[config.mk]
export PLATFORM = sky130hd
export DESIGN_NAME = timer_sequencer
export DESIGN_NICKNAME = d
export VERILOG_FILES = /design/src/rtl/timer_sequencer.sv
export SDC_FILE = /design/constraint.sdc
export NUM_CORES = 1
export LEC_CHECK = 0
export CORE_MARGIN = 10
export CORE_UTILIZATION = 59
export DETAILED_ROUTE_END_ITERATION = 12
export PLACE_DENSITY = 0.83
export SYNTH_ARGS = -nofsm -noshare
export SYNTH_HDL_FRONTEND = slang
export SYNTH_SLANG_ARGS = --single-unit
[constraint.sdc]
create_clock -name clk_i -period 3.4 [get_ports clk_i]
set_clock_uncertainty 0.1 [all_clocks]
set_input_delay 1.02 -clock clk_i [delete_from_list [all_inputs] [get_ports clk_i]]
set_output_delay 1.02 -clock clk_i [all_outputs]
set_load 0.1 [all_outputs]
[src/rtl/timer_sequencer.sv]
// Countdown-timer control sequencer: debounces the push buttons and runs the
// IDLE/ARMED/RUNNING/PAUSED/ALARM control FSM that drives load, run, buzzer and LEDs.
module timer_sequencer #(
  parameter int unsigned DEB_CYCLES    = 20,
  parameter int unsigned BEEP_PERIOD   = 500,
  parameter int unsigned ALARM_TOGGLES = 60
) (
  input  logic       clk_i,
  input  logic       reset_i,
  input  logic [3:0] psw_i,
  input  logic [3:0] rsw_i,
  input  logic       cnt_zero_i,
  output logic       load_o,
  output logic       run_o,
  output logic       bz_o,
  output logic [7:0] led_o,
  output logic [2:0] state_o
);

  localparam int unsigned NBTN   = 3;
  localparam int unsigned DEB_W  = $clog2(DEB_CYCLES + 1);
  localparam int unsigned BEEP_W = $clog2(BEEP_PERIOD + 1);
  localparam int unsigned TOG_W  = $clog2(ALARM_TOGGLES + 1);

  typedef enum logic [2:0] {
    S_IDLE    = 3'd0,
    S_ARMED   = 3'd1,
    S_RUNNING = 3'd2,
    S_PAUSED  = 3'd3,
    S_ALARM   = 3'd4
  } state_e;

  // ---------------------------------------------------------------------------
  // Button front end: synchronizer, debounce, press-edge detect
  // ---------------------------------------------------------------------------
  logic [NBTN-1:0]  sync1_q, sync2_q;
  logic [NBTN-1:0]  acc_q, acc_d;
  logic [NBTN-1:0]  press_q;
  logic [DEB_W-1:0] deb_cnt_q [NBTN];
  logic [DEB_W-1:0] deb_cnt_d [NBTN];
  logic             psw_unused;

  assign psw_unused = psw_i[3];

  // Count consecutive samples that disagree with the accepted level.
  always_comb begin
    acc_d = acc_q;
    for (int i = 0; i < int'(NBTN); i++) begin
      deb_cnt_d[i] = '0;
      if (sync2_q[i] != acc_q[i]) begin
        if (deb_cnt_q[i] == DEB_W'(DEB_CYCLES - 1)) begin
          acc_d[i] = sync2_q[i];
        end else begin
          deb_cnt_d[i] = deb_cnt_q[i] + DEB_W'(1);
        end
      end
    end
  end

  always_ff @(posedge clk_i) begin
    if (reset_i) begin
      sync1_q <= '0;
      sync2_q <= '0;
      acc_q   <= '0;
      press_q <= '0;
      for (int i = 0; i < int'(NBTN); i++) begin
        deb_cnt_q[i] <= '0;
      end
    end else begin
      sync1_q <= psw_i[NBTN-1:0];
      sync2_q <= sync1_q;
      acc_q   <= acc_d;
      press_q <= acc_d & ~acc_q;
      for (int i = 0; i < int'(NBTN); i++) begin
        deb_cnt_q[i] <= deb_cnt_d[i];
      end
    end
  end

  // Press priority: stop > reload > start.
  logic stop_c, reload_c, start_c;
  assign stop_c   = press_q[1];
  assign reload_c = press_q[2] & ~press_q[1];
  assign start_c  = press_q[0] & ~press_q[1] & ~press_q[2];

  // ---------------------------------------------------------------------------
  // Control FSM
  // ---------------------------------------------------------------------------
  state_e            state_q, state_d;
  logic              load_q, load_d;
  logic              bz_q, bz_d;
  logic [BEEP_W-1:0] beep_q, beep_d;
  logic [TOG_W-1:0]  tog_q, tog_d;
  logic [7:0]        led_q, led_d;
  logic              rsw_zero_c;
  logic              rearm_c;

  assign rsw_zero_c = (rsw_i == 4'd0);

  always_comb begin
    state_d = state_q;
    load_d  = 1'b0;
    bz_d    = bz_q;
    beep_d  = beep_q;
    tog_d   = tog_q;
    rearm_c = 1'b0;
    led_d   = '0;

    case (state_q)
      S_IDLE: begin
        if (!rsw_zero_c) rearm_c = 1'b1;
      end
      S_ARMED: begin
        if (reload_c)     rearm_c = 1'b1;
        else if (start_c) state_d = S_RUNNING;
      end
      S_RUNNING: begin
        if (cnt_zero_i) begin
          state_d = S_ALARM;
          bz_d    = 1'b1;
          beep_d  = '0;
          tog_d   = '0;
        end else if (stop_c) begin
          rearm_c = 1'b1;
        end else if (start_c) begin
          state_d = S_PAUSED;
        end
      end
      S_PAUSED: begin
        if (stop_c)       rearm_c = 1'b1;
        else if (start_c) state_d = S_RUNNING;
      end
      S_ALARM: begin
        if (stop_c) begin
          rearm_c = 1'b1;
        end else if (beep_q == BEEP_W'(BEEP_PERIOD - 1)) begin
          beep_d = '0;
          // The final toggle ends the alarm instead of re-raising the buzzer.
          if (tog_q == TOG_W'(ALARM_TOGGLES - 1)) begin
            rearm_c = 1'b1;
          end else begin
            bz_d  = ~bz_q;
            tog_d = tog_q + TOG_W'(1);
          end
        end else begin
          beep_d = beep_q + BEEP_W'(1);
        end
      end
      default: state_d = S_IDLE;
    endcase

    // Every return to ARMED reloads the counters, unless there is nothing to load.
    if (rearm_c) begin
      bz_d = 1'b0;
      if (rsw_zero_c) begin
        state_d = S_IDLE;
      end else begin
        state_d = S_ARMED;
        load_d  = 1'b1;
      end
    end

    led_d[7]   = rsw_zero_c;
    led_d[4:0] = 5'b00001 << state_d;
  end

  always_ff @(posedge clk_i) begin
    if (reset_i) begin
      state_q <= S_IDLE;
      load_q  <= 1'b0;
      bz_q    <= 1'b0;
      beep_q  <= '0;
      tog_q   <= '0;
      led_q   <= '0;
    end else begin
      state_q <= state_d;
      load_q  <= load_d;
      bz_q    <= bz_d;
      beep_q  <= beep_d;
      tog_q   <= tog_d;
      led_q   <= led_d;
    end
  end

  // Run is gated combinationally so the counters stop on the zero cycle itself.
  assign run_o   = (state_q == S_RUNNING) & ~cnt_zero_i;
  assign load_o  = load_q;
  assign bz_o    = bz_q;
  assign led_o   = led_q;
  assign state_o = state_q;

endmodule

==> reports/summary.txt <==
Status -> completed
DR iter-0 viols -> 137
Worst EP required -> 2.28 ns
Max Buffers Root-to-Sink -> 2
Max-Cap Viols -> 0
First-pass GRT wire length -> 6492 um
Commonest non-fill, non-tap cell in the layout -> dfxtp_1
R2R Setup Slk -> 1.05 ns
WL per Instance -> 12.13 um
Clk sinks -> 53
Most used flip-flop cell after synthesis -> dfxtp_1
Worst Setup EP -> run_o
Initial Util -> 0.6054
CP Class -> in -> out
GR Overflow Total -> 0
1st-pass router iterations -> 4
CP Launch Type -> input port
TNS Setup -> 0 ns
IO Pins -> 25
Pre-CTS setup slack -> 0.1667 ns
Multi-input logic area -> 1085 sq um
Area grow syn2layout -> 15.70%
Crit path launch -> cnt_zero_i
Non-Filler Instances -> 309
Fillers -> 294
Post-CTS sizing -> 0
RR Endpoint -> tog_q[2]
Layout cells sized above 1 -> 0.1226
Asr flop ratio synth -> 0
Worst-margin pin slew -> 0.6879 ns
Critical Path AT -> 2.13 ns
Cell count after synthesis -> 234
Warnings from Yosys -> 0
Unique cell type count in the Yosys netlist -> 41
Row count -> 22
Critical-path cell list -> clkdlybuf4s50_1 > nor3b_1 > nor2b_4 > buf_12
TritonCTS clock tree -> done
Mean post-synth cell area -> 9.400 sq um
H-tree Lvls -> 2
CP endpoint kind -> output pin
CTS root buf -> clkbuf_8
Final period utilization -> 0.9546
PortBufs -> 21
CP max FO -> 3
CTS Buf Count -> 5
Final hold vios -> 0
Power Density -> 429.4 nW/um^2
Post-Route Utilization -> 0.7004
Via count -> 1628
Worst skew pair latency -> 0.30 ns
Reg area -> 1061 sq um
Post-route design area -> 2545 sq um
GPL Wtd Cong -> 0.7674
Hold crit path type -> reg -> reg
Max incr delay on CP -> 0.45 ns
Worst vdd ir -> 0.3296 mV
Vias in the first global route -> 1524
Post-DP HPWL -> 2725 um
Core ar. -> 3633 sq um
Reg clk slew, reported paths -> 0.09 ns
Dpl cells -> 301
Vias per cell -> 5.269
Largest net degree at the start of global routing -> 21
Final setup margin -> 0.1543 ns
Dpl cell area -> 2455 sq um
Number of antenna violations at the first check in global routing -> 0
Total global-route track usage -> 0.1195
Most frequent cells in the layout -> 53 x dfxtp_1, 39 x nor2_1, 16 x buf_4, 12 x nand3_1, 12 x xnor2_1
Die ar. -> 6571 sq um
Drt total wl -> 3748 um
Slew Viols, Final -> 0
Die H -> 81.06 um
# nets final -> 276
DRC viols -> 0
Register area share after synthesis -> 0.4824
RSZ-0062 raised after global routing -> no
Post-route ant nets -> 0
Number of flops mapped to enable cells by yosys -> 0
Setup bufs post-CTS -> 0
Min cycle time layout -> 3.246 ns
Final setup fails -> 0
Chip width -> 81.06 um
R2R Path Start -> beep_q[0]
Rel. slew slack -> 0.5408
Slowest stage cell, crit path -> clkdlybuf4s50_1
Synthesized area -> 2200 sq um
# diodes -> 0
Hold Buf Count CTS -> 0
F_max -> 308.1 MHz
Yosys reg bits -> 53
P_leak -> 0.9798 nW
FF-to-FF path depth -> 6
## flip-flops by register name, indices dropped and copies added, names as in the netlist
| register | cells |
|---|---|
| press_q | 3 |
| sync1_q | 3 |
| sync2_q | 3 |
| beep_q | 9 |
| led_o | 6 |
| deb_cnt_q | 15 |
| load_o | 1 |
| state_o | 3 |
| bz_o | 1 |
| acc_q | 3 |
| tog_q | 6 |
## worst min-delay path by stage
stage	start	end	slack [ns]	depth (start not counted)
6_report	sync1_q[1]	sync2_q[1]	0.35	1
3_5_place_dp	sync1_q[1]	sync2_q[1]	0.32	1
3_3_place_gp	sync1_q[2]	sync2_q[2]	0.32	1
2_1_floorplan	sync1_q[0]	sync2_q[0]	0.31	1
4_1_cts	sync1_q[1]	sync2_q[1]	0.35	1
5_1_grt	sync1_q[1]	sync2_q[1]	0.36	1
## power breakdown
| part | total [W] | switching, W | internal, W |
|---|---|---|---|
| clock | 0.000345 | 0.000199 | 0.000146 |
| sequential | 0.000643 | 0.0000129 | 0.000630 |
| combinational | 0.000105 | 0.0000737 | 0.0000312 |
| total | 0.00109 | 0.000285 | 0.000807 |
## layout make-up
class / instances / share of cell area
clock buffer: 5 / 0.02704
clock inverter: 3 / 0.008358
tap: 48 / 0.02360
multi-input combinational: 169 / 0.4263
timing repair buffer: 26 / 0.09046
sequential: 53 / 0.4169
inverter: 5 / 0.007375
## routing by layer
layer | vias up | wire, um | GRT usage
met1 | 737 | 1837 | 0.1527
met4 | 0 | 44 | 0.04152
met3 | 5 | 240 | 0.03532
met2 | 38 | 1625 | 0.1879
li1 | 848 | - | -
met5 | - | 0 | 0
## worst max-delay path: cells and delay by family
family | cells | cell delay (ns)
buffers and inverters | 2 | 0.63
AND/OR/NAND/NOR | 2 | 0.47
## synth_stat cells (3+ instances only)
cell type | n | share of area
nand3_1 | 12 | 0.027
ha_1 | 5 | 0.028
nor3_1 | 9 | 0.020
nor2b_1 | 10 | 0.028
or3_1 | 3 | 0.0085
xnor2_1 | 12 | 0.048
nand2b_1 | 5 | 0.014
inv_1 | 5 | 0.0085
nor2_1 | 39 | 0.067
o21ai_0 | 4 | 0.0091
nand4_1 | 5 | 0.014
a211oi_1 | 3 | 0.010
clkbuf_1 | 4 | 0.0068
xor2_1 | 9 | 0.036
nor4bb_1 | 3 | 0.014
mux2i_1 | 8 | 0.036
nand2_1 | 10 | 0.017
dfxtp_1 | 53 | 0.48
a21oi_1 | 5 | 0.011
## cell families (layout without fill, tap and decap cells)
family / Yosys count / after routing / share of synthesized area
AOI/OAI and AO/OA: 24 / 24 / 0.08134
buffers and inverters: 13 / 39 / 0.02957
and+or+nand+nor: 109 / 109 / 0.2565
xor gates and xnor gates: 21 / 21 / 0.08362
adders and majority gates: 5 / 5 / 0.02844
other: 1 / 2 / 0.001705
DFF: 53 / 53 / 0.4824
muxes: 8 / 8 / 0.03641
## per-stage QoR
step	hold slack, ns	power [W]
after floorplan	0.3138	0.0007353
after global placement	0.3170	0.0007610
after detailed placement	0.3247	0.0007620
after CTS	0.3470	0.001102
after global routing	0.3598	0.001138
final	0.3527	0.001093
Note: power is estimated with default switching activity, not from simulation.
